==> src/rtl/cache_mem_arbiter_if.sv <==
// Bundle of signals between the I-cache/D-cache miss logic, the arbiter and the
// single main-memory port.
interface cache_mem_arbiter_if #(
  parameter int BLK_WORDS = 4,
  parameter int ADDR_W    = 32
);
  localparam int BEAT_W = $clog2(BLK_WORDS);

  // Handshake: a cache raises *_req and holds it (with a stable address) until its
  // *_done pulse; each memory beat moves exactly in a cycle where mem_req && mem_ready,
  // read data is valid only alongside the owner's *_rvalid, and *_done lasts one cycle.
  logic              ic_req;
  logic [ADDR_W-1:0] ic_addr;
  logic              ic_rvalid;
  logic [BEAT_W-1:0] ic_beat;
  logic              ic_done;

  logic              dc_req;
  logic              dc_we;
  logic [ADDR_W-1:0] dc_addr;
  logic [31:0]       dc_wdata;
  logic              dc_rvalid;
  logic [BEAT_W-1:0] dc_beat;
  logic              dc_done;

  logic [31:0]       rdata;

  logic              mem_req;
  logic              mem_we;
  logic [ADDR_W-1:0] mem_addr;
  logic [31:0]       mem_wdata;
  logic              mem_ready;
  logic [31:0]       mem_rdata;

  modport slave (
    input  ic_req, ic_addr, dc_req, dc_we, dc_addr, dc_wdata, mem_ready, mem_rdata,
    output ic_rvalid, ic_beat, ic_done, dc_rvalid, dc_beat, dc_done, rdata,
    output mem_req, mem_we, mem_addr, mem_wdata
  );

  modport master (
    output ic_req, ic_addr, dc_req, dc_we, dc_addr, dc_wdata, mem_ready, mem_rdata,
    input  ic_rvalid, ic_beat, ic_done, dc_rvalid, dc_beat, dc_done, rdata,
    input  mem_req, mem_we, mem_addr, mem_wdata
  );
endinterface

==> src/rtl/cache_mem_arbiter.sv <==
// Round-robin arbiter giving the memory port to the I-cache or D-cache for one
// whole block burst at a time; state is visible on o_state (0 idle, 1 burst, 2 done).
module cache_mem_arbiter #(
  parameter int BLK_WORDS = 4,
  parameter int ADDR_W    = 32
) (
  input  logic                clk,
  input  logic                rst_n,
  cache_mem_arbiter_if.slave  bus,
  output logic [1:0]          o_state
);
  localparam int BEAT_W = $clog2(BLK_WORDS);
  localparam int OFS_W  = BEAT_W + 2;
  localparam logic [ADDR_W-1:0] ALIGN_MASK = {{(ADDR_W-OFS_W){1'b1}}, {OFS_W{1'b0}}};

  if (BLK_WORDS < 2 || (BLK_WORDS & (BLK_WORDS - 1)) != 0) begin : g_bad_blk_words
    $error("BLK_WORDS must be a power of two, at least 2");
  end

  typedef enum logic [1:0] {
    ST_IDLE  = 2'd0,
    ST_BURST = 2'd1,
    ST_DONE  = 2'd2
  } state_t;

  state_t            r_state;
  state_t            w_next;
  logic [BEAT_W-1:0] r_beat;
  logic              r_owner_dc;
  logic              r_last_dc;
  logic              r_we;
  logic [ADDR_W-1:0] r_base;

  logic              w_any_req;
  logic              w_grant_dc;
  logic [ADDR_W-1:0] w_req_addr;
  logic              w_beat_acc;
  logic              w_last_beat;
  logic [ADDR_W-1:0] w_beat_addr;

  // A tie goes to whichever cache was not served last; last_grant resets to IC,
  // so the first tie after reset lands on the D-cache.
  assign w_any_req   = bus.ic_req | bus.dc_req;
  assign w_grant_dc  = bus.dc_req & (~bus.ic_req | ~r_last_dc);
  assign w_req_addr  = w_grant_dc ? bus.dc_addr : bus.ic_addr;
  assign w_beat_acc  = (r_state == ST_BURST) & bus.mem_ready;
  assign w_last_beat = (r_beat == BEAT_W'(BLK_WORDS - 1));
  assign w_beat_addr = r_base | {{(ADDR_W-OFS_W){1'b0}}, r_beat, 2'b00};
  assign o_state     = r_state;

  always_ff @(posedge clk or negedge rst_n) begin
    if (!rst_n) begin
      r_state <= ST_IDLE;
    end else begin
      r_state <= w_next;
    end
  end

  always_comb begin
    w_next = r_state;
    case (r_state)
      ST_IDLE:  if (w_any_req) w_next = ST_BURST;
      ST_BURST: if (w_beat_acc && w_last_beat) w_next = ST_DONE;
      ST_DONE:  w_next = ST_IDLE;
      default:  w_next = ST_IDLE;
    endcase
  end

  // Owner, aligned base and direction are frozen at the grant edge so that the
  // caches may change their address/we inputs freely while a burst is running.
  always_ff @(posedge clk or negedge rst_n) begin
    if (!rst_n) begin
      r_beat     <= '0;
      r_owner_dc <= 1'b0;
      r_last_dc  <= 1'b0;
      r_we       <= 1'b0;
      r_base     <= '0;
    end else begin
      if (r_state == ST_IDLE && w_any_req) begin
        r_owner_dc <= w_grant_dc;
        r_base     <= w_req_addr & ALIGN_MASK;
        r_we       <= w_grant_dc & bus.dc_we;
        r_beat     <= '0;
      end
      if (w_beat_acc) begin
        r_beat <= w_last_beat ? '0 : r_beat + 1'b1;
      end
      if (r_state == ST_DONE) begin
        r_last_dc <= r_owner_dc;
      end
    end
  end

  always_comb begin
    bus.ic_rvalid = 1'b0;
    bus.ic_beat   = '0;
    bus.ic_done   = 1'b0;
    bus.dc_rvalid = 1'b0;
    bus.dc_beat   = '0;
    bus.dc_done   = 1'b0;
    bus.rdata     = '0;
    bus.mem_req   = 1'b0;
    bus.mem_we    = 1'b0;
    bus.mem_addr  = '0;
    bus.mem_wdata = '0;
    case (r_state)
      ST_BURST: begin
        bus.mem_req  = 1'b1;
        bus.mem_we   = r_we;
        bus.mem_addr = w_beat_addr;
        bus.rdata    = bus.mem_rdata;
        if (r_owner_dc) begin
          bus.dc_beat   = r_beat;
          bus.dc_rvalid = bus.mem_ready & ~r_we;
          bus.mem_wdata = bus.dc_wdata;
        end else begin
          bus.ic_beat   = r_beat;
          bus.ic_rvalid = bus.mem_ready & ~r_we;
        end
      end
      ST_DONE: begin
        bus.dc_done = r_owner_dc;
        bus.ic_done = ~r_owner_dc;
      end
      default: begin
      end
    endcase
  end
endmodule

==> src/flat_wrapper.sv <==
// flat-port wrapper written by rule: the top's interface ports become plain ports
module cache_mem_arbiter_flat 
#(
  parameter int BLK_WORDS = 4,
  parameter int ADDR_W    = 32
)
  (clk, rst_n, o_state, bus_ic_req, bus_ic_addr, bus_dc_req, bus_dc_we, bus_dc_addr, bus_dc_wdata, bus_mem_ready, bus_mem_rdata, bus_ic_rvalid, bus_ic_beat, bus_ic_done, bus_dc_rvalid, bus_dc_beat, bus_dc_done, bus_rdata, bus_mem_req, bus_mem_we, bus_mem_addr, bus_mem_wdata);
  cache_mem_arbiter_if #(.BLK_WORDS(BLK_WORDS), .ADDR_W(ADDR_W)) bus_i ();
  input  logic clk;
  input  logic rst_n;
  output logic [1:0] o_state;
  input wire logic [$bits(bus_i.ic_req)-1:0] bus_ic_req;
  input wire logic [$bits(bus_i.ic_addr)-1:0] bus_ic_addr;
  input wire logic [$bits(bus_i.dc_req)-1:0] bus_dc_req;
  input wire logic [$bits(bus_i.dc_we)-1:0] bus_dc_we;
  input wire logic [$bits(bus_i.dc_addr)-1:0] bus_dc_addr;
  input wire logic [$bits(bus_i.dc_wdata)-1:0] bus_dc_wdata;
  input wire logic [$bits(bus_i.mem_ready)-1:0] bus_mem_ready;
  input wire logic [$bits(bus_i.mem_rdata)-1:0] bus_mem_rdata;
  output wire logic [$bits(bus_i.ic_rvalid)-1:0] bus_ic_rvalid;
  output wire logic [$bits(bus_i.ic_beat)-1:0] bus_ic_beat;
  output wire logic [$bits(bus_i.ic_done)-1:0] bus_ic_done;
  output wire logic [$bits(bus_i.dc_rvalid)-1:0] bus_dc_rvalid;
  output wire logic [$bits(bus_i.dc_beat)-1:0] bus_dc_beat;
  output wire logic [$bits(bus_i.dc_done)-1:0] bus_dc_done;
  output wire logic [$bits(bus_i.rdata)-1:0] bus_rdata;
  output wire logic [$bits(bus_i.mem_req)-1:0] bus_mem_req;
  output wire logic [$bits(bus_i.mem_we)-1:0] bus_mem_we;
  output wire logic [$bits(bus_i.mem_addr)-1:0] bus_mem_addr;
  output wire logic [$bits(bus_i.mem_wdata)-1:0] bus_mem_wdata;
  assign bus_i.ic_req = bus_ic_req;
  assign bus_i.ic_addr = bus_ic_addr;
  assign bus_i.dc_req = bus_dc_req;
  assign bus_i.dc_we = bus_dc_we;
  assign bus_i.dc_addr = bus_dc_addr;
  assign bus_i.dc_wdata = bus_dc_wdata;
  assign bus_i.mem_ready = bus_mem_ready;
  assign bus_i.mem_rdata = bus_mem_rdata;
  assign bus_ic_rvalid = bus_i.ic_rvalid;
  assign bus_ic_beat = bus_i.ic_beat;
  assign bus_ic_done = bus_i.ic_done;
  assign bus_dc_rvalid = bus_i.dc_rvalid;
  assign bus_dc_beat = bus_i.dc_beat;
  assign bus_dc_done = bus_i.dc_done;
  assign bus_rdata = bus_i.rdata;
  assign bus_mem_req = bus_i.mem_req;
  assign bus_mem_we = bus_i.mem_we;
  assign bus_mem_addr = bus_i.mem_addr;
  assign bus_mem_wdata = bus_i.mem_wdata;
  cache_mem_arbiter #(.BLK_WORDS(BLK_WORDS), .ADDR_W(ADDR_W)) u_core (.clk(clk), .rst_n(rst_n), .bus(bus_i), .o_state(o_state));
endmodule
==> config.mk <==
export PLATFORM = sky130hd
export DESIGN_NAME = cache_mem_arbiter_flat
export DESIGN_NICKNAME = d
export VERILOG_FILES = /design/src/rtl/cache_mem_arbiter_if.sv /design/src/rtl/cache_mem_arbiter.sv /design/src/flat_wrapper.sv
export SDC_FILE = /design/constraint.sdc
export NUM_CORES = 1
export LEC_CHECK = 0
export ABC_AREA = 0
export BUFFER_PORTS_ARGS = -buffer_cell sky130_fd_sc_hd__clkbuf_2
export CAP_MARGIN = 20
export CORE_AREA = 2 2 94 96
export CTS_CLUSTER_DIAMETER = 50
export DETAILED_ROUTE_END_ITERATION = 7
export DIE_AREA = 0 0 96 98
export PLACE_DENSITY_LB_ADDON = 0.3
export SLEW_MARGIN = 15
export SYNTH_ARGS = -nofsm -noshare
export SYNTH_HDL_FRONTEND = slang
export SYNTH_SLANG_ARGS = --single-unit
==> constraint.sdc <==
create_clock -name clk -period 1.8 [get_ports clk]
set_clock_uncertainty 0.2 [all_clocks]
set_input_delay 0.09 -clock clk [delete_from_list [all_inputs] [get_ports clk]]
set_output_delay 0.09 -clock clk [all_outputs]
set_load 0.1 [all_outputs]
==> results of run 1 <==
## area by class of cell
cell class                      count  area [um^2]
Clock buffer                        7        76.32
Clock inverter                      1        5.005
Fill cell                         496         1795
Inverter                            2        20.02
Multi-Input combinational cell    181         1938
Sequential cell                    35        884.6
Tap cell                          108        135.1
Timing Repair Buffer              309         3611
## worst max-delay path, delay by kind of cell, from the launching register on
kind,cells,cell delay [ps]
buffers and inverters,4,520
flip-flops,1,500
AND/OR/NAND/NOR,2,290
## registers in the layout, summed over array words and instances, names as in the netlist
signal and cells:
u_core.r_base 28, u_core.o_state 2, u_core.r_beat 2, u_core.r_last_dc 1
u_core.r_owner_dc 1, u_core.r_we 1
## worst min path at each step
stage | cells after the start | endpoint | slack, ps | startpoint
finish | 3 | u_core.r_base[27] | 10 | bus_dc_addr[27]
global route | 3 | u_core.r_base[27] | 1 | bus_dc_addr[27]
CTS | 3 | u_core.r_base[27] | 4 | bus_dc_addr[27]
detailed placement | 1 | u_core.r_base[24] | -30 | rst_n
global placement | 1 | u_core.r_base[24] | -60 | rst_n
floorplan | 0 | u_core.r_base[10] | -410 | rst_n
## logic make-up (layout without fill, tap and decap cells)
logic type / Yosys count / after routing
buf+inv: 25 / 319
simple gates: 114 / 114
fa+ha+maj: 1 / 1
other cells: 1 / 2
mux: 56 / 56
compound gates: 7 / 8
flops: 35 / 35
## cells in the final DEF, fill, tap and decap left out, types with 3 or more instances in the layout
cell	netlist	routed
nor2_4	0	3
mux2_2	28	27
nand2_1	4	4
buf_12	0	109
clkbuf_8	0	5
and3_4	0	36
mux2_4	28	29
buf_4	3	10
dfrtp_1	35	32
dlygate4sd3_1	0	58
and2_4	0	63
clkbuf_2	2	127
## per-stage QoR
| stage | hold slack, ps | setup TNS (ps) | utilization (%) |
|---|---|---|---|
| global placement | -58.90 | 0 | 68.15 |
| CTS | 3.898 | -7836 | 78.04 |
| detailed placement | -34.56 | -49.87 | 68.15 |
| global route | 1.142 | -8450 | 78.79 |
| finish | 13.69 | -4136 | 78.79 |
| floorplan | -405.6 | -3585 | - |
## what timing repair did
action / 4_1_cts / 5_1_grt
setup endpoints to repair: 100 / 114
pin swaps: 0 / 4
hold endpoints to repair: 58 / 0
resized for setup: 6 / 4
gates cloned: 3 / 3
hold buffers: 58 / 0
buffers inserted: 6 / 2
## layer usage
layer	vias to the layer above	GRT usage, %	routed length (um)
li1	1403	-	-
met1	1407	25.17	3972
met2	148	44.98	6367
met3	10	7.716	1108
met4	0	4.725	107
met5	-	0	0
==> flow_summary.ini, run 1 <==
[grt]
global_route.usage.total_pct = 23.80
first_global_vias = 3190
pin_count_of_the_biggest_net_entering_global_routing = 34
grt_antenna_before_repair = 0
wire_length_of_the_first_global_routing_pass_mm = 17.31
grt_remaining_overflow = 0

[cts]
cts_tree = built
clock_net_sink_count = 35
clk_pin_slew_ps = 70
numCtsBuffers = 5
cts_htree_levels = 2
worst_skew_late_latency_ps = 280
clock_tree.root_cell = clkbuf_8
maximum_root_to_sink_buffer_count = 2

[die]
ios = 242
die_x_um = 96
design.core.area_um2 = 8466
start_util_pct = 29.81
dieArea_um2 = 9408
die_h_um = 98
num_rows = 34

[setup_path]
endpoint_kind = output pin
cp_data_arrival_time_ps = 1600
reg2reg_slack_ps = -20
critical_path_class = flop to output pin
rr_worst_depth = 7
critical_path_cell_sequence = nand2b_4, clkinv_8, buf_12, buf_16, and2_4, buf_12
regToRegStartpoint = u_core.o_state[0]
crit_path_max_incr_delay_ps = 500
crit_path_start = u_core.o_state[0]
timing.critical_path.slowest_stage_cell = dfrtp_4
startpoint_type = flop
worst_setup_path_endpoint = bus_mem_we
worst-path-max-fanout = 10
worstPathRequired_ps = 1510
cpMostUsedCell = buf_12
regToRegEndpoint = u_core.r_beat[1]

[hold_path]
worst_hold_check_path_type = input port to flop

[timing]
layout_worst_path_cycle_share_pct = 104.9
max-slew-margin-rel_pct = 56.03
post-route-min-period_ps = 1888
worst_pin_slew_ps = 659.5
fmax_ghz = 0.5297
rsz0062_at_grt = yes
finalMaxSlewViolations = 0
post-route-worst-setup-slack_ps = -87.86
final_report_setup_violation_count = 83
hold_viol = 0

[synth]
postSynthRegisterBits = 35
post_synth_mux_area_share_pct = 29.15
post_synth_instance_area_um2 = 2524
synth_edf_count = 0
yosys_most_used_dff = dfrtp_1
syn_area_per_cell_um2 = 10.56
yosys.area.top_type = dfrtp_1
netlist_instances = 239
synth.yosys.warnings = 0
synthSimpleGateAreaFrac_pct = 27.66
compound_gate_portion_of_the_synthesized_area_pct = 2.529
synth_common_cells = 63 x and2_1, 37 x and3_1, 35 x dfrtp_1
most_frequently_used_cell_type_in_the_post_synthesis_netlist = and2_1
yosys-top-cells-area = dfrtp_1 35%, mux2_4 17%, and2_1 16%
synth_xor_xnor_area_share_pct = 0
distinct_cells_synth = 26
synth_top_family_by_area = multiplexers
synthAdderAreaFrac_pct = 0.4958
asyncSetResetFlopFracSynth_pct = 100.0
synth_top_area_share_pct = 34.71
synth.yosys.seq_area_share_pct = 34.71

[finish]
fin_nets = 669
antenna-diode-count = 0
post-route-cell-area_um2 = 6670
layout.cells.non_filler = 643
areaGrowthSynthToFinish_pct = 164.3
final_layout_size_suffix_gt1_share_pct = 79.81

[place]
gp_congestion = 0.7273
dpl_cell_area_um2 = 5769
detailedPlace.worstSlack_ps = -16.08
placed_cells = 564
dp.final_hpwl_mm = 7.585
portBuffers = 231

[drt]
drt-vias-per-instance = 4.616
routed_wirelength_mm = 11.56
detailedRoute.firstPassIterationCount = 4
num_vias = 2968
drt_iter0_markers = 47
routed_antenna_nets = 0
drt-wirelength-per-cell_um = 17.97
drc_errors = 0

[run_status]
violations = negative setup slack
outcome = finished with violations

[run]
drv_cap = 0
Power of run 1 is left out: the tool's default activity adds up to more than one toggle a clock period on the data nets, which glitch-free logic cannot reach.
==> run 2, diff against run 1 <==
--- a/config.mk
+++ b/config.mk
@@ -12,7 +12,7 @@
 export CTS_CLUSTER_DIAMETER = 50
 export DETAILED_ROUTE_END_ITERATION = 7
 export DIE_AREA = 0 0 96 98
-export PLACE_DENSITY_LB_ADDON = 0.3
+export PLACE_DENSITY = 0.75
 export SLEW_MARGIN = 15
 export SYNTH_ARGS = -nofsm -noshare
 export SYNTH_HDL_FRONTEND = slang
==> run 2 against run 1 <==
The flow still finishes with violations (negative setup slack). Sequential share of layout area shrank 0.11 points. Register-to-register slack gained 70 ps. Count of clock-buffer cells in the layout grew 1. Critical path depth decreased by 1. Critical endpoint is now bus_mem_wdata[31]. Highest routed layer unchanged.
==> flow_summary.ini, run 2 (synthesis gave the netlist of run 1 again) <==
[grt]
first_global_vias = 3408
pin_count_of_the_biggest_net_entering_global_routing = 29
wire_length_of_the_first_global_routing_pass_mm = 17.69
global_route.usage.total_pct = 24.65
grt_antenna_before_repair = 1
grt_remaining_overflow = 0

[setup_path]
critical_path_cell_sequence = nand2b_4, clkinv_8, clkbuf_16, and3_4, buf_12
regToRegEndpoint = u_core.r_base[15]
rr_worst_depth = 4
worst-path-max-fanout = 10
crit_path_max_incr_delay_ps = 480
worstPathRequired_ps = 1510
endpoint_kind = output pin
regToRegStartpoint = u_core.r_last_dc
critical_path_class = flop to output pin
reg2reg_slack_ps = 50
cp_data_arrival_time_ps = 1590
startpoint_type = flop
timing.critical_path.slowest_stage_cell = dfrtp_4

[die]
design.core.area_um2 = 8466
dieArea_um2 = 9408
start_util_pct = 29.81
ios = 242
num_rows = 34
die_h_um = 98
die_x_um = 96

[timing]
max-slew-margin-rel_pct = 61.34
post-route-worst-setup-slack_ps = -79.40
fmax_ghz = 0.5321
worst_pin_slew_ps = 582.4
post-route-min-period_ps = 1879
rsz0062_at_grt = yes
layout_worst_path_cycle_share_pct = 104.4
final_report_setup_violation_count = 100
finalMaxSlewViolations = 0
hold_viol = 0

[drt]
routed_antenna_nets = 0
num_vias = 3035
drt-vias-per-instance = 4.698
drt_iter0_markers = 78
drt-wirelength-per-cell_um = 18.60
routed_wirelength_mm = 12.01
detailedRoute.firstPassIterationCount = 4
drc_errors = 0

[hold_path]
worst_hold_check_path_type = input port to flop
whs_path_depth = 4
hold_end = u_core.o_state[0]
hp-start = bus_dc_req

[cts]
cts_tree = built
numCtsBuffers = 5
clk_pin_slew_ps = 70
cts_htree_levels = 2
clock_net_sink_count = 35
clock_tree.root_cell = clkbuf_8
maximum_root_to_sink_buffer_count = 2
worst_skew_late_latency_ps = 270

[finish]
areaGrowthSynthToFinish_pct = 166.1
mostFrequentLayoutCells = 127 x clkbuf_2, 110 x buf_12, 63 x and2_4
final_layout_size_suffix_gt1_share_pct = 79.70
fillers = 498
fin_nets = 671
regMostFlops = u_core.r_base
layout_commonest_cell = clkbuf_2
largest_register_ffs = 28
post_layout_util_pct = 79.34

[run_status]
outcome = finished with violations
violations = negative setup slack

[place]
gp_congestion = 0.7415
dp.final_hpwl_mm = 8.126
portBuffers = 231

[run]
drv_cap = 0
## run 2: worst max-delay path, delay by kind of cell (launching register included)
kind	cells	cell delay, ps
flops	1	480
buf+inv	3	420
simple gates	2	410
## run 2: timing repair
item / CTS / global route
setup endpoints to repair: 99 / 101
pin swaps: 6 / 3
hold endpoints to repair: 68 / 0
setup buffers: 4 / 1
hold buffers: 59 / 0
gates cloned: 3 / 5
resized for setup: 5 / 3
## run 2: per-stage QoR
| stage | hold slack, ps | TNS (ps) | cells | setup WS, ps | cell area [um^2] |
|---|---|---|---|---|---|
| 2_1_floorplan | -405.6 | -3585 | 240 | -143.4 | 3012 |
| 3_3_place_gp | -166.2 | 0 | 567 | 114.0 | 5804 |
| 3_5_place_dp | -156.7 | 0 | 567 | 78.30 | 5804 |
| 4_1_cts | 39.98 | -7859 | 641 | -117.7 | 6638 |
| 5_1_grt | 56.54 | -10610 | 646 | -127.0 | 6716 |
| 6_report | 59.13 | -4580 | 646 | -79.40 | 6716 |
## run 2: worst max path at each step
stage                                 start                end  slack [ps]  cells after the start
after global placement     u_core.r_last_dc  u_core.r_base[18]         110                      4
after CTS                 u_core.o_state[1]      bus_rdata[16]        -120                      6
final                     u_core.o_state[1]  bus_mem_wdata[31]         -80                      5
after detailed placement   u_core.r_last_dc  u_core.r_base[19]          80                      4
after global routing      u_core.o_state[1]   bus_mem_wdata[4]        -130                      5
after floorplan           u_core.o_state[1]      bus_dc_rvalid        -140                      2
## run 2: final cells by class
cell class / count / area [um^2] / share of cell area, %
well taps: 108 / 135.1 / 2.012
clock buffers: 8 / 100.1 / 1.490
repair inverters: 1 / 11.26 / 0.1677
inverters: 2 / 20.02 / 0.2981
diodes: 1 / 2.502 / 0.03726
flip-flops and latches: 35 / 883.3 / 13.15
repair buffers: 311 / 3651 / 54.36
multi-input cells: 180 / 1913 / 28.48
## run 2: routing by layer
layer	share of wire, %	wire, um	track usage (%)
met5	0	0	0
met4	3.8	461	9.341
met3	6.6	797	5.324
met2	57	6905	49.04
met1	32	3849	23.56
Power of run 2 is left out for the same reason.
